**config.mk**
```make
export PLATFORM = sky130hd
export DESIGN_NAME = paddle_array_ctrl_flat
export DESIGN_NICKNAME = d
export VERILOG_FILES = /design/src/rtl/paddle_array_ctrl_if.sv /design/src/rtl/paddle_array_ctrl.sv /design/src/flat_wrapper.sv
export SDC_FILE = /design/constraint.sdc
export NUM_CORES = 1
export LEC_CHECK = 0
export CAP_MARGIN = 20
export CORE_ASPECT_RATIO = 0.9
export CORE_UTILIZATION = 55
export DETAILED_ROUTE_END_ITERATION = 6
export MAX_ROUTING_LAYER = met4
export PLACE_DENSITY_LB_ADDON = 0.05
export RECOVER_POWER = 50
export SKIP_CTS_REPAIR_TIMING = 1
export SLEW_MARGIN = 20
export SYNTH_ARGS = -nofsm -noshare
export SYNTH_HDL_FRONTEND = slang
export SYNTH_SLANG_ARGS = --single-unit
```
**constraint.sdc**
```tcl
create_clock -name clk -period 5.9 [get_ports clk]
set_input_delay 1.18 -clock clk [delete_from_list [all_inputs] [get_ports clk]]
set_output_delay 1.18 -clock clk [all_outputs]
set_load 0.02 [all_outputs]
```
**src/rtl/paddle_array_ctrl_if.sv**
```systemverilog
// Paddle array controller bus: button/mode inputs and position/status outputs.
// The master side drives buttons and game controls; the slave side is the controller.
interface paddle_array_ctrl_if #(
   parameter int N_PADDLE = 2,
   parameter int POS_W    = 10
);
   logic [N_PADDLE-1:0]       btn_up_n;
   logic [N_PADDLE-1:0]       btn_dn_n;
   logic [1:0]                game_state;
   logic [N_PADDLE-1:0]       move_en;
   logic                      recenter;
   logic [N_PADDLE*POS_W-1:0] pos;
   logic [N_PADDLE-1:0]       at_min;
   logic [N_PADDLE-1:0]       at_max;
   logic [N_PADDLE-1:0]       moving;

   modport master (
      output btn_up_n, btn_dn_n, game_state, move_en, recenter,
      input  pos, at_min, at_max, moving
   );

   modport slave (
      input  btn_up_n, btn_dn_n, game_state, move_en, recenter,
      output pos, at_min, at_max, moving
   );
endinterface

```
**src/rtl/paddle_array_ctrl.sv**
```systemverilog
// Paddle array controller: synchronises and debounces per-paddle up/down
// buttons, then moves each paddle with an accelerating step while a direction
// is held, saturating at the clamp bounds. Game-over and recenter force home.
module paddle_array_ctrl #(
   parameter int N_PADDLE   = 2,
   parameter int POS_W      = 10,
   parameter int POS_MIN    = 140,
   parameter int POS_MAX    = 340,
   parameter int POS_CENTER = 220,
   parameter int STEP_BASE  = 10,
   parameter int STEP_MAX   = 40,
   parameter int DEB_CYC    = 4,
   parameter int REPEAT_CYC = 8
) (
   input  logic               clk,
   input  logic               reset,
   paddle_array_ctrl_if.slave bus
);
   localparam int N_BTN = 2 * N_PADDLE;
   localparam int DEB_W = $clog2(DEB_CYC + 1);
   localparam int RPT_W = $clog2(REPEAT_CYC + 1);

   localparam logic [DEB_W-1:0]        DEB_LAST = DEB_W'(DEB_CYC - 1);
   localparam logic [RPT_W-1:0]        RPT_LAST = RPT_W'(REPEAT_CYC - 1);
   localparam logic [POS_W-1:0]        CENTER   = POS_W'(POS_CENTER);
   localparam logic [POS_W-1:0]        MIN_U    = POS_W'(POS_MIN);
   localparam logic [POS_W-1:0]        MAX_U    = POS_W'(POS_MAX);
   localparam logic signed [POS_W:0]   MIN_S    = (POS_W+1)'(POS_MIN);
   localparam logic signed [POS_W:0]   MAX_S    = (POS_W+1)'(POS_MAX);
   localparam logic [POS_W-1:0]        STEP_B   = POS_W'(STEP_BASE);
   localparam logic [POS_W-1:0]        STEP_MX  = POS_W'(STEP_MAX);
   localparam logic [POS_W:0]          STEP_MW  = (POS_W+1)'(STEP_MAX);

   typedef enum logic [1:0] {
      MV_HOLD = 2'd0,
      MV_UP   = 2'd1,
      MV_DN   = 2'd2
   } mv_dir_t;

   // Buttons flattened: [N_PADDLE-1:0] are up, [2*N_PADDLE-1:N_PADDLE] are down.
   logic [N_BTN-1:0] btn_raw_n;
   logic [N_BTN-1:0] btn_deb_n;
   logic             play;

   assign btn_raw_n = {bus.btn_dn_n, bus.btn_up_n};
   assign play      = (bus.game_state == 2'd0) || (bus.game_state == 2'd1);

   generate
      for (genvar gi = 0; gi < N_BTN; gi++) begin : g_btn
         logic [1:0]       sync_reg;
         logic             deb_reg;
         logic [DEB_W-1:0] cnt_reg;

         // Two-flop synchroniser, then flip the debounced level only after
         // DEB_CYC consecutive disagreeing samples.
         always_ff @(posedge clk or posedge reset) begin
            if (reset) begin
               sync_reg <= 2'b11;
               deb_reg  <= 1'b1;
               cnt_reg  <= '0;
            end else begin
               sync_reg <= {sync_reg[0], btn_raw_n[gi]};
               if (sync_reg[1] == deb_reg) begin
                  cnt_reg <= '0;
               end else if (cnt_reg == DEB_LAST) begin
                  deb_reg <= sync_reg[1];
                  cnt_reg <= '0;
               end else begin
                  cnt_reg <= cnt_reg + 1'b1;
               end
            end
         end

         assign btn_deb_n[gi] = deb_reg;
      end

      for (genvar gi = 0; gi < N_PADDLE; gi++) begin : g_pad
         mv_dir_t               st_reg, st_next, dir;
         logic [POS_W-1:0]      pos_reg, pos_next, pos_move;
         logic [POS_W-1:0]      step_reg, step_next, mv_step;
         logic [RPT_W-1:0]      rpt_reg, rpt_next;
         logic [POS_W:0]        step_dbl;
         logic signed [POS_W:0] pos_sum;
         logic                  do_move;
         logic                  moving_reg;

         // Direction state, current step, repeat timer and position registers.
         always_ff @(posedge clk or posedge reset) begin
            if (reset) begin
               st_reg     <= MV_HOLD;
               step_reg   <= STEP_B;
               rpt_reg    <= '0;
               pos_reg    <= CENTER;
               moving_reg <= 1'b0;
            end else begin
               st_reg     <= st_next;
               step_reg   <= step_next;
               rpt_reg    <= rpt_next;
               pos_reg    <= pos_next;
               moving_reg <= (pos_next != pos_reg);
            end
         end

         // Decide whether a move happens this clock, its step, and the
         // saturated next position; game-over and recenter override moves.
         always_comb begin
            dir       = MV_HOLD;
            st_next   = st_reg;
            step_next = step_reg;
            rpt_next  = rpt_reg;
            mv_step   = step_reg;
            do_move   = 1'b0;
            step_dbl  = {step_reg, 1'b0};
            pos_sum   = '0;
            pos_move  = pos_reg;
            pos_next  = pos_reg;

            if (!btn_deb_n[gi] && btn_deb_n[N_PADDLE+gi]) begin
               dir = MV_UP;
            end else if (btn_deb_n[gi] && !btn_deb_n[N_PADDLE+gi]) begin
               dir = MV_DN;
            end

            if (!play || !bus.move_en[gi] || dir == MV_HOLD) begin
               st_next   = MV_HOLD;
               step_next = STEP_B;
               rpt_next  = '0;
            end else if (st_reg != dir) begin
               // Fresh press or reversal: move immediately with the base step.
               st_next   = dir;
               step_next = STEP_B;
               rpt_next  = '0;
               mv_step   = STEP_B;
               do_move   = 1'b1;
            end else if (rpt_reg == RPT_LAST) begin
               mv_step   = (step_dbl > STEP_MW) ? STEP_MX : step_dbl[POS_W-1:0];
               step_next = mv_step;
               rpt_next  = '0;
               do_move   = 1'b1;
            end else begin
               rpt_next = rpt_reg + 1'b1;
            end

            if (dir == MV_UP) begin
               pos_sum = $signed({1'b0, pos_reg}) - $signed({1'b0, mv_step});
            end else begin
               pos_sum = $signed({1'b0, pos_reg}) + $signed({1'b0, mv_step});
            end

            if (pos_sum < MIN_S) begin
               pos_move = MIN_U;
            end else if (pos_sum > MAX_S) begin
               pos_move = MAX_U;
            end else begin
               pos_move = pos_sum[POS_W-1:0];
            end

            if (!play || bus.recenter) begin
               pos_next = CENTER;
            end else if (do_move) begin
               pos_next = pos_move;
            end
         end

         assign bus.pos[gi*POS_W +: POS_W] = pos_reg;
         assign bus.at_min[gi]             = (pos_reg == MIN_U);
         assign bus.at_max[gi]             = (pos_reg == MAX_U);
         assign bus.moving[gi]             = moving_reg;
      end
   endgenerate
endmodule

```
**src/flat_wrapper.sv**
```systemverilog
// flat-port wrapper written by rule: the top's interface ports become plain ports
module paddle_array_ctrl_flat 
#(
   parameter int N_PADDLE   = 2,
   parameter int POS_W      = 10,
   parameter int POS_MIN    = 140,
   parameter int POS_MAX    = 340,
   parameter int POS_CENTER = 220,
   parameter int STEP_BASE  = 10,
   parameter int STEP_MAX   = 40,
   parameter int DEB_CYC    = 4,
   parameter int REPEAT_CYC = 8
)
  (clk, reset, bus_btn_up_n, bus_btn_dn_n, bus_game_state, bus_move_en, bus_recenter, bus_pos, bus_at_min, bus_at_max, bus_moving);
  paddle_array_ctrl_if #(.N_PADDLE(N_PADDLE), .POS_W(POS_W)) bus_i ();
  input  logic clk;
  input  logic reset;
  input wire logic [$bits(bus_i.btn_up_n)-1:0] bus_btn_up_n;
  input wire logic [$bits(bus_i.btn_dn_n)-1:0] bus_btn_dn_n;
  input wire logic [$bits(bus_i.game_state)-1:0] bus_game_state;
  input wire logic [$bits(bus_i.move_en)-1:0] bus_move_en;
  input wire logic [$bits(bus_i.recenter)-1:0] bus_recenter;
  output wire logic [$bits(bus_i.pos)-1:0] bus_pos;
  output wire logic [$bits(bus_i.at_min)-1:0] bus_at_min;
  output wire logic [$bits(bus_i.at_max)-1:0] bus_at_max;
  output wire logic [$bits(bus_i.moving)-1:0] bus_moving;
  assign bus_i.btn_up_n = bus_btn_up_n;
  assign bus_i.btn_dn_n = bus_btn_dn_n;
  assign bus_i.game_state = bus_game_state;
  assign bus_i.move_en = bus_move_en;
  assign bus_i.recenter = bus_recenter;
  assign bus_pos = bus_i.pos;
  assign bus_at_min = bus_i.at_min;
  assign bus_at_max = bus_i.at_max;
  assign bus_moving = bus_i.moving;
  paddle_array_ctrl #(.N_PADDLE(N_PADDLE), .POS_W(POS_W), .POS_MIN(POS_MIN), .POS_MAX(POS_MAX), .POS_CENTER(POS_CENTER), .STEP_BASE(STEP_BASE), .STEP_MAX(STEP_MAX), .DEB_CYC(DEB_CYC), .REPEAT_CYC(REPEAT_CYC)) u_core (.clk(clk), .reset(reset), .bus(bus_i));
endmodule
```
==> impl_metrics.sql, run 1 <==
INSERT INTO impl_metrics (metric_group, metric, value, unit) VALUES
('run_status', 'status', 'finished with violations', ''),
('run_status', 'violated_checks', 'design-rule violations, max-capacitance violations, max-slew violations', ''),
('setup_path', 'cp.arrival', '5990', 'ps'),
('setup_path', 'rr_startpoint', 'u_core.g_btn[2].deb_reg', ''),
('timing', 'post-route-min-period', '5790', 'ps'),
('flow_run', 'timing.max_cap.violations', '1', ''),
('drt', 'detailroute.via_count', '5524', ''),
('hold_path', 'startpoint_of_the_lowest_slack_hold_path', 'u_core.g_btn[2].sync_reg[0]', ''),
('setup_path', 'critPathMostFrequentCell', 'buf_4', ''),
('setup_path', 'rrSetupSlack', '410', 'ps'),
('floorplanning', 'io_pins', '37', ''),
('cells_and_area', 'mostFrequentLayoutCell', 'buf_4', ''),
('cts', 'number_of_h_tree_branching_levels', '3', ''),
('power', 'power.density', '480', 'nW/um^2'),
('global_routing', 'grt_start_max_net_pins', '65', ''),
('yosys', 'post-synth-top-area-fraction', '22.8', '%'),
('setup_path', 'critPathRequiredTime', '6090', 'ps'),
('timing', 'fin_skew', '8.13', 'ps'),
('floorplanning', 'fp-row-count', '34', ''),
('floorplanning', 'die_area', '10800', 'sq um'),
('cells_and_area', 'layout_cell_share_with_drive_strength_beyond_1', '25.1', '%'),
('cts', 'number_of_clock_buffers_inserted_by_tritoncts', '9', ''),
('cells_and_area', 'final_cell_count_no_fill', '916', ''),
('global_routing', 'vias_in_the_first_global_route', '5144', ''),
('yosys', 'yosys_most_used_dff', 'dfrtp_1', ''),
('yosys', 'synth_enable_flop_cells', '0', ''),
('drt', 'detail_route.first_pass.iterations', '7', ''),
('cells_and_area', 'areaGrowthSynthToFinish', '31.3', '%'),
('timing', 'fmax', '173', 'MHz'),
('placement', 'placement.io_buffers', '35', ''),
('timing', 'fin_crit_sh', '98.2', '%'),
('timing', 'finalMaxSlewViolations', '65', ''),
('placement', 'place.detailed.instances', '894', ''),
('cts', 'clk-insertion-delay-late', '330', 'ps'),
('yosys', 'proportion_of_synthesized_area_in_mux_cells', '0.745', '%'),
('yosys', 'synthesis.area', '5710', 'sq um'),
('setup_path', 'worst_path_max_delay_cell', 'or4_4', ''),
('setup_path', 'critical_path_cell_list', 'clkdlybuf4s50_1, or3b_4, buf_4, or4_4, o2bb2ai_4, nor2b_1, a21oi_1, xnor2_1, ha_1, buf_6, or3b_2, nand3_1, a211oi_1, buf_4, a31o_2, a22oi_4, buf_4, nor2_1, a21oi_2, a21boi_0, or4b_1', ''),
('setup_path', 'startpoint', 'bus_game_state[1]', ''),
('drt', 'detail_route.drc_violations', '3', ''),
('yosys', 'synthesis.nets', '704', ''),
('yosys', 'cell_type_with_the_highest_aggregate_area_in_the_netlist', 'dfrtp_1', ''),
('floorplanning', 'die_h', '98.7', 'um'),
('timing', 'setup_violations', '0', ''),
('timing', 'max_slew.worst_pin.slew', '3210', 'ps'),
('timing', 'slew-limit-headroom', '-114', '%'),
('drt', 'postRouteAntennaNets', '0', ''),
('drt', 'detail_route.vias_per_cell', '6.03', ''),
('setup_path', 'critPathMaxFanout', '6', ''),
('placement', 'dpl-instance-area', '6860', 'sq um'),
('cts', 'clkSinkCount', '78', ''),
('yosys', 'combinational_family_with_the_most_area_after_synthesis', 'simple AND/OR/NAND/NOR gates', ''),
('cells_and_area', 'antenna_cells_inserted', '0', ''),
('cts', 'cts_tree', 'done', ''),
('cells_and_area', 'layout.nets', '830', ''),
('global_routing', 'antenna_violations_before_repair', '0', ''),
('hold_path', 'min_path_type', 'reg -> reg', ''),
('cells_and_area', 'final_cell_area', '7500', 'sq um'),
('setup_path', 'cp-start-kind', 'input pin', ''),
('yosys', 'simple_logic_cell_fraction_of_the_synthesized_area', '24.2', '%'),
('placement', 'gpl.final_weighted_congestion', '0.908', ''),
('yosys', 'synth-seq-area-share', '34.7', '%'),
('floorplanning', 'initial_core_util', '57.9', '%'),
('yosys', 'postSynth.asyncResetShare', '100', '%'),
('setup_path', 'critPathMaxStageDelay', '530', 'ps'),
('global_routing', 'global_route.usage.total', '29.9', '%'),
('setup_path', 'critPathCaptureType', 'register', ''),
('yosys', 'synth_compound_area_share', '22.9', '%'),
('drt', 'detailed_route_wire_length', '15.3', 'mm'),
('yosys', 'synth.distinct_cells', '79', ''),
('cells_and_area', 'finish.utilization', '76.0', '%');
==> synthesized netlist by cell type, types with 7 or more instances <==
| library cell | number |
|---|---|
| a211oi_1 | 7 |
| a21o_1 | 7 |
| a21oi_1 | 51 |
| a31oi_1 | 10 |
| and2_1 | 14 |
| and3_1 | 16 |
| clkbuf_1 | 17 |
| dfrtp_1 | 52 |
| dfstp_2 | 26 |
| ha_1 | 32 |
| inv_1 | 29 |
| nand2_1 | 46 |
| nand2b_1 | 8 |
| nand3_1 | 16 |
| nor2_1 | 74 |
| nor2b_1 | 15 |
| nor3_1 | 19 |
| nor3b_1 | 12 |
| nor4_1 | 8 |
| o21a_1 | 8 |
| o21ai_0 | 30 |
| xnor2_1 | 25 |
| xor2_1 | 16 |
==> final timing paths <==
| path | endpoint | cells past startpoint |
|---|---|---|
| max | u_core.g_pad[0].moving_reg | 21 |
| min | u_core.g_btn[2].sync_reg[1] | 0 |
| max reg2reg | u_core.g_pad[0].moving_reg | 22 |
| min reg2reg | u_core.g_btn[2].sync_reg[1] | 0 |
| max in group asynchronous | u_core.g_pad[1].pos_reg[5] | 3 |
| min in group asynchronous | u_core.g_pad[1].step_reg[4] | 2 |
==> kinds of logic (layout without fill, tap and decap cells) <==
kind of cell / count (synthesis) / in the layout
xor gates and xnor gates: 41 / 41
DFF: 78 / 78
AOI/OAI and AO/OA: 190 / 190
muxes: 4 / 4
adders and majority gates: 34 / 34
buffers and inverters: 50 / 181
and+or+nand+nor: 262 / 262
==> critical path: cells and delay by family <==
kind            cells  cell delay [ps]
compound gates      7             1040
xor+xnor            1              150
fa+ha+maj           1              420
buf+inv             5             1080
simple gates        7             2110
==> through the flow <==
step           setup TNS, ps  total power (uW)  hold slack, ps  setup slack, ps
6_report                   0              3600             356              108
2_1_floorplan              0              1920             345              137
4_1_cts                 -202              3310             357             -202
5_1_grt                -23.0              3840             364            -23.0
3_5_place_dp           -1320              2690             347             -505
3_3_place_gp            -682              2630             346             -340
==> report_power, final <==
group | switching, uW | total (uW) | internal [uW] | leakage, uW
clock network | 229 | 606 | 377 | 0.000163
logic | 1230 | 2350 | 1120 | 0.00216
registers | 45.6 | 646 | 601 | 0.000988
==> cell type report <==
cell class | instances | area, sq um
inverters | 29 | 109
well taps | 126 | 158
fillers | 720 | 2370
clock inverters | 7 | 103
clock buffers | 9 | 225
multi-input cells | 531 | 3830
flip-flops and latches | 78 | 1980
repair buffers | 136 | 1100
==> metal layers <==
metal,up-vias,GRT usage (%),share of wire [%]
li1,2678,-,-
met1,2678,41.5,47
met2,153,47.1,47
met3,15,3.97,4.7
met4,0,5.85,1.1
met5,-,-,0
(Power assumes the default switching activity.)
==> inputs of run 2 (changes only) <==
--- a/config.mk
+++ b/config.mk
@@ -11,3 +11,2 @@
 export DETAILED_ROUTE_END_ITERATION = 6
-export MAX_ROUTING_LAYER = met4
 export PLACE_DENSITY_LB_ADDON = 0.05
@@ -19 +18,2 @@
 export SYNTH_SLANG_ARGS = --single-unit
+export TNS_END_PERCENT = 50
==> constraint.sdc (replaced) <==
create_clock -name clk -period 5.9 [get_ports clk]
set_input_delay 1.77 -clock clk [delete_from_list [all_inputs] [get_ports clk]]
set_output_delay 1.77 -clock clk [all_outputs]
set_load 0.02 [all_outputs]
==> run 2 against run 1 <==
The flow finishes with violations (negative setup slack). First-iteration DRC count increased by 8.3%. Combinational power is 13% higher. Cell area is 5.3% higher. Clock skew fell by 1.8 ps. Die area stayed put. Wire length up 12%. Register-to-register slack got worse by 120 ps. Highest routed layer is now met5. Clock power shrank 11%. Maximum frequency fell by 2.0%. Largest power group unchanged. Utilization grew 4.1 points.
==> impl_metrics.sql, run 2 (same netlist as run 1, synthesis figures left out) <==
INSERT INTO impl_metrics (metric_group, metric, value, unit) VALUES
('run_status', 'status', 'finished with violations', ''),
('run_status', 'violated_checks', 'negative setup slack', ''),
('timing', 'setup_violations', '1', ''),
('cts', 'clkSinkCount', '78', ''),
('setup_path', 'crit-reg2reg-capture', 'u_core.g_pad[1].moving_reg', ''),
('timing', 'setup_total_negative_slack', '-12.4', 'ps'),
('cts', 'cts.path.max_buffers', '2', ''),
('setup_path', 'critPathRequiredTime', '6120', 'ps'),
('cts', 'clk-insertion-delay-late', '340', 'ps'),
('timing', 'timing.final.ws_setup', '-12.4', 'ps'),
('cells_and_area', 'fill_cell_count', '676', ''),
('cts', 'clk_tree_root_cell', 'clkbuf_16', ''),
('cells_and_area', 'final_cell_count_no_fill', '948', ''),
('setup_path', 'cp.arrival', '6130', 'ps'),
('placement', 'place_hpwl', '12.0', 'mm'),
('floorplanning', 'io_pins', '37', ''),
('placement', 'placement.io_buffers', '35', ''),
('power', 'swShare', '43.0', '%'),
('cts', 'cts_tree', 'done', ''),
('drt', 'detailed_route_wire_length', '17.1', 'mm'),
('hold_path', 'min_path_type', 'reg -> reg', ''),
('global_routing', 'grt_first_pass_wirelength', '26.9', 'mm'),
('drt', 'postRouteAntennaNets', '0', ''),
('drt', 'wl_per_cell', '18.1', 'um'),
('global_routing', 'vias_in_the_first_global_route', '5769', ''),
('timing', 'fmax', '169', 'MHz'),
('setup_path', 'worst_r2r_path_depth', '20', ''),
('floorplanning', 'fp-row-count', '34', ''),
('global_routing', 'overflow', '0', ''),
('drt', 'dr.first_iter.drc_count', '468', ''),
('setup_path', 'rr_startpoint', 'u_core.g_btn[3].deb_reg', ''),
('power', 'power.density', '485', 'nW/um^2'),
('cells_and_area', 'areaGrowthSynthToFinish', '38.3', '%'),
('global_routing', 'grt_start_max_net_pins', '49', ''),
('cts', 'post_cts_clock_slew_at_the_launch_and_capture_registers_of_the_worst_setup_and_hold_paths', '70', 'ps'),
('timing', 'finalMaxSlewViolations', '0', ''),
('setup_path', 'cp-start-kind', 'input pin', ''),
('timing', 'fin_skew', '6.36', 'ps'),
('drt', 'detail_route.vias_per_cell', '6.18', ''),
('power', 'comb_power_share', '69.0', '%'),
('placement', 'gpl.final_weighted_congestion', '0.965', ''),
('flow_run', 'timing.max_cap.violations', '0', ''),
('drt', 'detail_route.drc_violations', '0', ''),
('setup_path', 'crit_end', 'u_core.g_pad[0].moving_reg', ''),
('power', 'share_seq_of_total_power', '16.9', '%'),
('setup_path', 'critPathMaxFanout', '3', ''),
('drt', 'detailroute.via_count', '5862', ''),
('power', 'total_leakage_power', '0.00346', 'uW'),
('global_routing', 'global_route.usage.total', '32.0', '%'),
('drt', 'detail_route.first_pass.iterations', '5', ''),
('setup_path', 'critPathCaptureType', 'register', ''),
('floorplanning', 'die_area', '10800', 'sq um'),
('floorplanning', 'fp.dieW', '109', 'um'),
('timing', 'fin_crit_sh', '100', '%'),
('cells_and_area', 'antenna_cells_inserted', '0', ''),
('timing', 'hold_violations', '0', ''),
('power', 'total_switching_power', '1650', 'uW'),
('setup_path', 'startpoint', 'bus_game_state[1]', ''),
('floorplanning', 'core-area', '9870', 'sq um'),
('cells_and_area', 'layout.nets', '862', ''),
('floorplanning', 'die_h', '98.7', 'um'),
('power', 'internal-power', '2190', 'uW'),
('global_routing', 'antenna_violations_before_repair', '1', ''),
('placement', 'place.detailed.instances', '919', ''),
('cts', 'number_of_h_tree_branching_levels', '3', ''),
('cells_and_area', 'layout.cells.most_common_list', 'buf_4 (130), nor2_1 (71), dfrtp_1 (52)', ''),
('timing', 'slew-limit-headroom', '42.9', '%'),
('timing', 'rsz0062_at_grt', 'yes', ''),
('cells_and_area', 'mostFrequentLayoutCell', 'buf_4', ''),
('setup_path', 'rrSetupSlack', '290', 'ps'),
('timing', 'post-route-min-period', '5910', 'ps'),
('cells_and_area', 'layout_cell_share_with_drive_strength_beyond_1', '32.5', '%'),
('power', 'power.ir.vdd_worst', '423', 'uV'),
('power', 'clkPwrFrac', '14.0', '%'),
('setup_path', 'timing.setup.critical_path_class', 'in -> reg', ''),
('cts', 'number_of_clock_buffers_inserted_by_tritoncts', '9', ''),
('floorplanning', 'initial_core_util', '57.9', '%'),
('timing', 'max_slew.worst_pin.slew', '855', 'ps');
run 2: how the worst min path moves through the flow:
| stage | cells after the start | to | start | slack, ps |
|---|---|---|---|---|
| CTS | 0 | u_core.g_btn[3].sync_reg[1] | u_core.g_btn[3].sync_reg[0] | 360 |
| global placement | 0 | u_core.g_btn[3].sync_reg[1] | u_core.g_btn[3].sync_reg[0] | 350 |
| detailed placement | 0 | u_core.g_btn[0].sync_reg[1] | u_core.g_btn[0].sync_reg[0] | 350 |
| floorplan | 0 | u_core.g_btn[0].sync_reg[1] | u_core.g_btn[0].sync_reg[0] | 350 |
| finish | 0 | u_core.g_btn[3].sync_reg[1] | u_core.g_btn[3].sync_reg[0] | 360 |
| global route | 0 | u_core.g_btn[3].sync_reg[1] | u_core.g_btn[3].sync_reg[0] | 360 |
run 2: area by class of cell:
cell class / count / area [sq um] / area share (%)
inverter: 29 / 110 / 1.39
sequential: 78 / 1980 / 25.1
clock buffer: 9 / 225 / 2.85
timing repair buffer: 168 / 1360 / 17.2
clock inverter: 7 / 61.3 / 0.776
tap: 126 / 158 / 1.99
multi-input combinational: 531 / 4010 / 50.7
run 2: critical path, cell delays in order:
cell and delay [ps]:
buf_6 100, or3b_4 390, nor3_4 190, o21ai_2 80, o21a_1 130, inv_2 80
ha_4 150, o221ai_4 110, nor4b_4 340, nor2_2 80, xnor2_1 140, ha_2 400
o21ai_4 100, o2bb2ai_4 160, a211o_1 280, a21oi_2 210, a221oi_4 110, a211o_1 340
mux2i_2 170, o31ai_2 220, a21oi_1 90, or4b_1 510
run 2: per-stage QoR:
| stage | instance area [sq um] | setup slack (ps) | hold WS, ps | utilization, % | power (uW) |
|---|---|---|---|---|---|
| after floorplan | 5820 | -196 | 345 | - | 2000 |
| after global placement | 7150 | -727 | 346 | 72.5 | 2800 |
| after detailed placement | 7150 | -809 | 347 | 72.5 | 2860 |
| after CTS | 7440 | -468 | 357 | 75.4 | 3430 |
| after global routing | 7900 | -190 | 358 | 80.1 | 4060 |
| final | 7900 | -12.4 | 357 | 80.1 | 3840 |
run 2: power groups by stage:
stage	clock network (uW)	registers, uW	logic, uW
floorplan	0	652	1350
global placement	0	657	2140
detailed placement	0	661	2200
CTS	548	653	2230
global route	567	655	2840
finish	538	650	2650
run 2: per-layer routing:
metal / global-route usage [%] / vias to the layer above / share of wire [%]
li1: - / 2745 / -
met1: 40.6 / 2800 / 42
met2: 52.9 / 253 / 47
met3: 6.81 / 62 / 7.8
met4: 12.7 / 2 / 3.1
met5: 0 / - / 0.070
==> inputs of run 3 (changes only) <==
- CORE_UTILIZATION: 55 -> 40
- HOLD_SLACK_MARGIN: not set -> 0.06
- SLEW_MARGIN: 20 -> not set
==> run 3 against run 2 <==
Maximum frequency shrank 0.35%. Combinational power is 2% lower. Critical path depth increased by 1. Die area up 37%. Largest cell class unchanged. Cell area rose by 1.6%. Register-to-register slack gained 230 ps. Setup slack got worse by 21 ps. Clock skew is 2.9 ps higher. The run still ends with negative setup slack left. Sequential share of layout area decreased by 0.39 points.
==> impl_metrics.sql, run 3 (same netlist as run 1, synthesis figures left out) <==
INSERT INTO impl_metrics (metric_group, metric, value, unit) VALUES
('drt', 'dr.first_iter.drc_count', '385', ''),
('placement', 'placement.io_buffers', '35', ''),
('setup_path', 'critPathRequiredTime', '6100', 'ps'),
('floorplanning', 'fp-row-count', '41', ''),
('cts', 'clk_tree_root_cell', 'clkbuf_16', ''),
('timing', 'max_slew.worst_pin.slew', '781', 'ps'),
('cells_and_area', 'layout.nets', '868', ''),
('setup_path', 'cp-start-kind', 'input pin', ''),
('setup_path', 'critPathMaxFanout', '4', ''),
('floorplanning', 'initial_core_util', '40.8', '%'),
('setup_path', 'critPathMaxStageDelay', '480', 'ps'),
('setup_path', 'timing.setup.critical_path_class', 'in -> reg', ''),
('cts', 'cts_tree', 'done', ''),
('timing', 'fin_skew', '9.27', 'ps'),
('hold_path', 'min_path_type', 'reg -> reg', ''),
('placement', 'dpl-instance-area', '7280', 'sq um'),
('cells_and_area', 'layout.cells.most_common_list', 'buf_4 (136), nor2_1 (70), dfrtp_1 (52)', ''),
('timing', 'fin_crit_sh', '101', '%'),
('flow_run', 'timing.max_cap.violations', '0', ''),
('floorplanning', 'die_h', '115', 'um'),
('global_routing', 'grt_start_max_net_pins', '46', ''),
('placement', 'place_hpwl', '11.9', 'mm'),
('drt', 'detailed_route_wire_length', '16.3', 'mm'),
('floorplanning', 'fp.dieW', '128', 'um'),
('global_routing', 'antenna_violations_before_repair', '0', ''),
('timing', 'hold_violations', '0', ''),
('run_status', 'violated_checks', 'negative setup slack', ''),
('placement', 'dpl_worst_slack', '-804', 'ps'),
('global_routing', 'grt_first_pass_wirelength', '26.0', 'mm'),
('drt', 'wl_per_cell', '16.0', 'um'),
('cells_and_area', 'antenna_cells_inserted', '0', ''),
('power', 'power.ir.vdd_worst', '249', 'uV'),
('drt', 'detail_route.first_pass.iterations', '5', ''),
('cts', 'cts.path.max_buffers', '2', ''),
('cts', 'number_of_h_tree_branching_levels', '3', ''),
('placement', 'gpl.final_weighted_congestion', '0.883', ''),
('floorplanning', 'io_pins', '37', ''),
('power', 'total_leakage_power', '0.00351', 'uW'),
('drt', 'detail_route.vias_per_cell', '5.37', ''),
('timing', 'finalMaxSlewViolations', '0', ''),
('drt', 'detail_route.drc_violations', '0', ''),
('setup_path', 'critPathCaptureType', 'register', ''),
('floorplanning', 'core-area', '14000', 'sq um'),
('drt', 'postRouteAntennaNets', '0', ''),
('cts', 'number_of_clock_buffers_inserted_by_tritoncts', '9', ''),
('setup_path', 'worst_path_max_delay_cell', 'or4b_4', ''),
('global_routing', 'overflow', '0', ''),
('power', 'power.density', '476', 'nW/um^2'),
('cells_and_area', 'final_cell_area', '8030', 'sq um'),
('timing', 'slew-limit-headroom', '47.9', '%'),
('timing', 'setup_violations', '1', ''),
('timing', 'holdWs', '357', 'ps'),
('global_routing', 'vias_in_the_first_global_route', '5236', ''),
('setup_path', 'cp.arrival', '6130', 'ps'),
('cts', 'post_cts_clock_slew_at_the_launch_and_capture_registers_of_the_worst_setup_and_hold_paths', '60', 'ps'),
('cts', 'clk-insertion-delay-late', '340', 'ps'),
('timing', 'rsz0062_at_grt', 'yes', ''),
('power', 'totalPowerFinal', '3820', 'uW'),
('timing', 'post-route-min-period', '5930', 'ps'),
('setup_path', 'critical_path_cell_list', 'buf_6, or3b_4, nor3_4, o21ai_2, o21a_1, inv_2, ha_4, o221ai_4, nor4b_4, nor2_1, buf_4, a21oi_1, a31o_2, ha_1, nand2_1, buf_4, a211oi_4, or4_4, a211o_1, mux2i_2, o31ai_2, a21oi_1, or4b_4', ''),
('cts', 'clkSinkCount', '78', ''),
('drt', 'detailroute.via_count', '5485', ''),
('cells_and_area', 'layout_cell_share_with_drive_strength_beyond_1', '32.1', '%'),
('timing', 'timing.final.ws_setup', '-33.0', 'ps'),
('timing', 'fmax', '169', 'MHz'),
('global_routing', 'global_route.usage.total', '22.5', '%'),
('floorplanning', 'die_area', '14800', 'sq um'),
('run_status', 'status', 'finished with violations', ''),
('cells_and_area', 'mostFrequentLayoutCell', 'buf_4', ''),
('cells_and_area', 'areaGrowthSynthToFinish', '40.5', '%');
==> run 3: metrics by stage <==
| step | instances | util, % | TNS, ps |
|---|---|---|---|
| finish | 1021 | 57.3 | -33.0 |
| global route | 1021 | 57.3 | -349 |
| CTS | 1008 | 54.2 | -1700 |
| detailed placement | 992 | 52.0 | -7070 |
| global placement | 992 | 52.0 | -6710 |
| floorplan | 659 | - | -196 |
==> run 3: critical path, delay by kind of cell <==
family | cells | cell delay, ps
simple gates | 7 | 2060
compound gates | 9 | 1270
mux | 1 | 170
fa+ha+maj | 2 | 410
buf+inv | 4 | 420
==> run 3: worst paths after layout <==
check / cells after the start / to / slack (ps) / from
setup / recovery: 23 / u_core.g_pad[0].moving_reg / -30 / bus_game_state[1]
hold / removal: 0 / u_core.g_btn[3].sync_reg[1] / 360 / u_core.g_btn[3].sync_reg[0]
setup reg to reg: 24 / u_core.g_pad[0].moving_reg / 520 / u_core.g_btn[2].deb_reg
hold reg to reg: 0 / u_core.g_btn[3].sync_reg[1] / 360 / u_core.g_btn[3].sync_reg[0]
max in group asynchronous: 3 / u_core.g_btn[0].deb_reg / 3090 / reset
min in group asynchronous: 2 / u_core.g_pad[0].pos_reg[9] / 1870 / reset
==> run 3: area by class of cell <==
type	count	area (sq um)
clock buffer	11	233
clock inverter	5	82.6
fill	1270	5980
inverter	29	110
multi-input combinational	531	3970
sequential	78	1980
tap	193	241
timing repair buffer	174	1410
==> run 3: routing by layer <==
layer  wire (um)  up-vias  track usage [%]  part of all wire [%]
met3         587       10             3.54                   3.6
met2        7270      115             34.2                    45
met5           0        -                0                     0
met4         116        0             5.65                  0.71
li1            -     2743                -                     -
met1        8350     2617             33.2                    51
==> run 3: report_power, final <==
part           internal, uW  switching [uW]  total (uW)
Sequential              603            46.9         649
Clock                   372             213         585
Combinational          1290            1300        2590
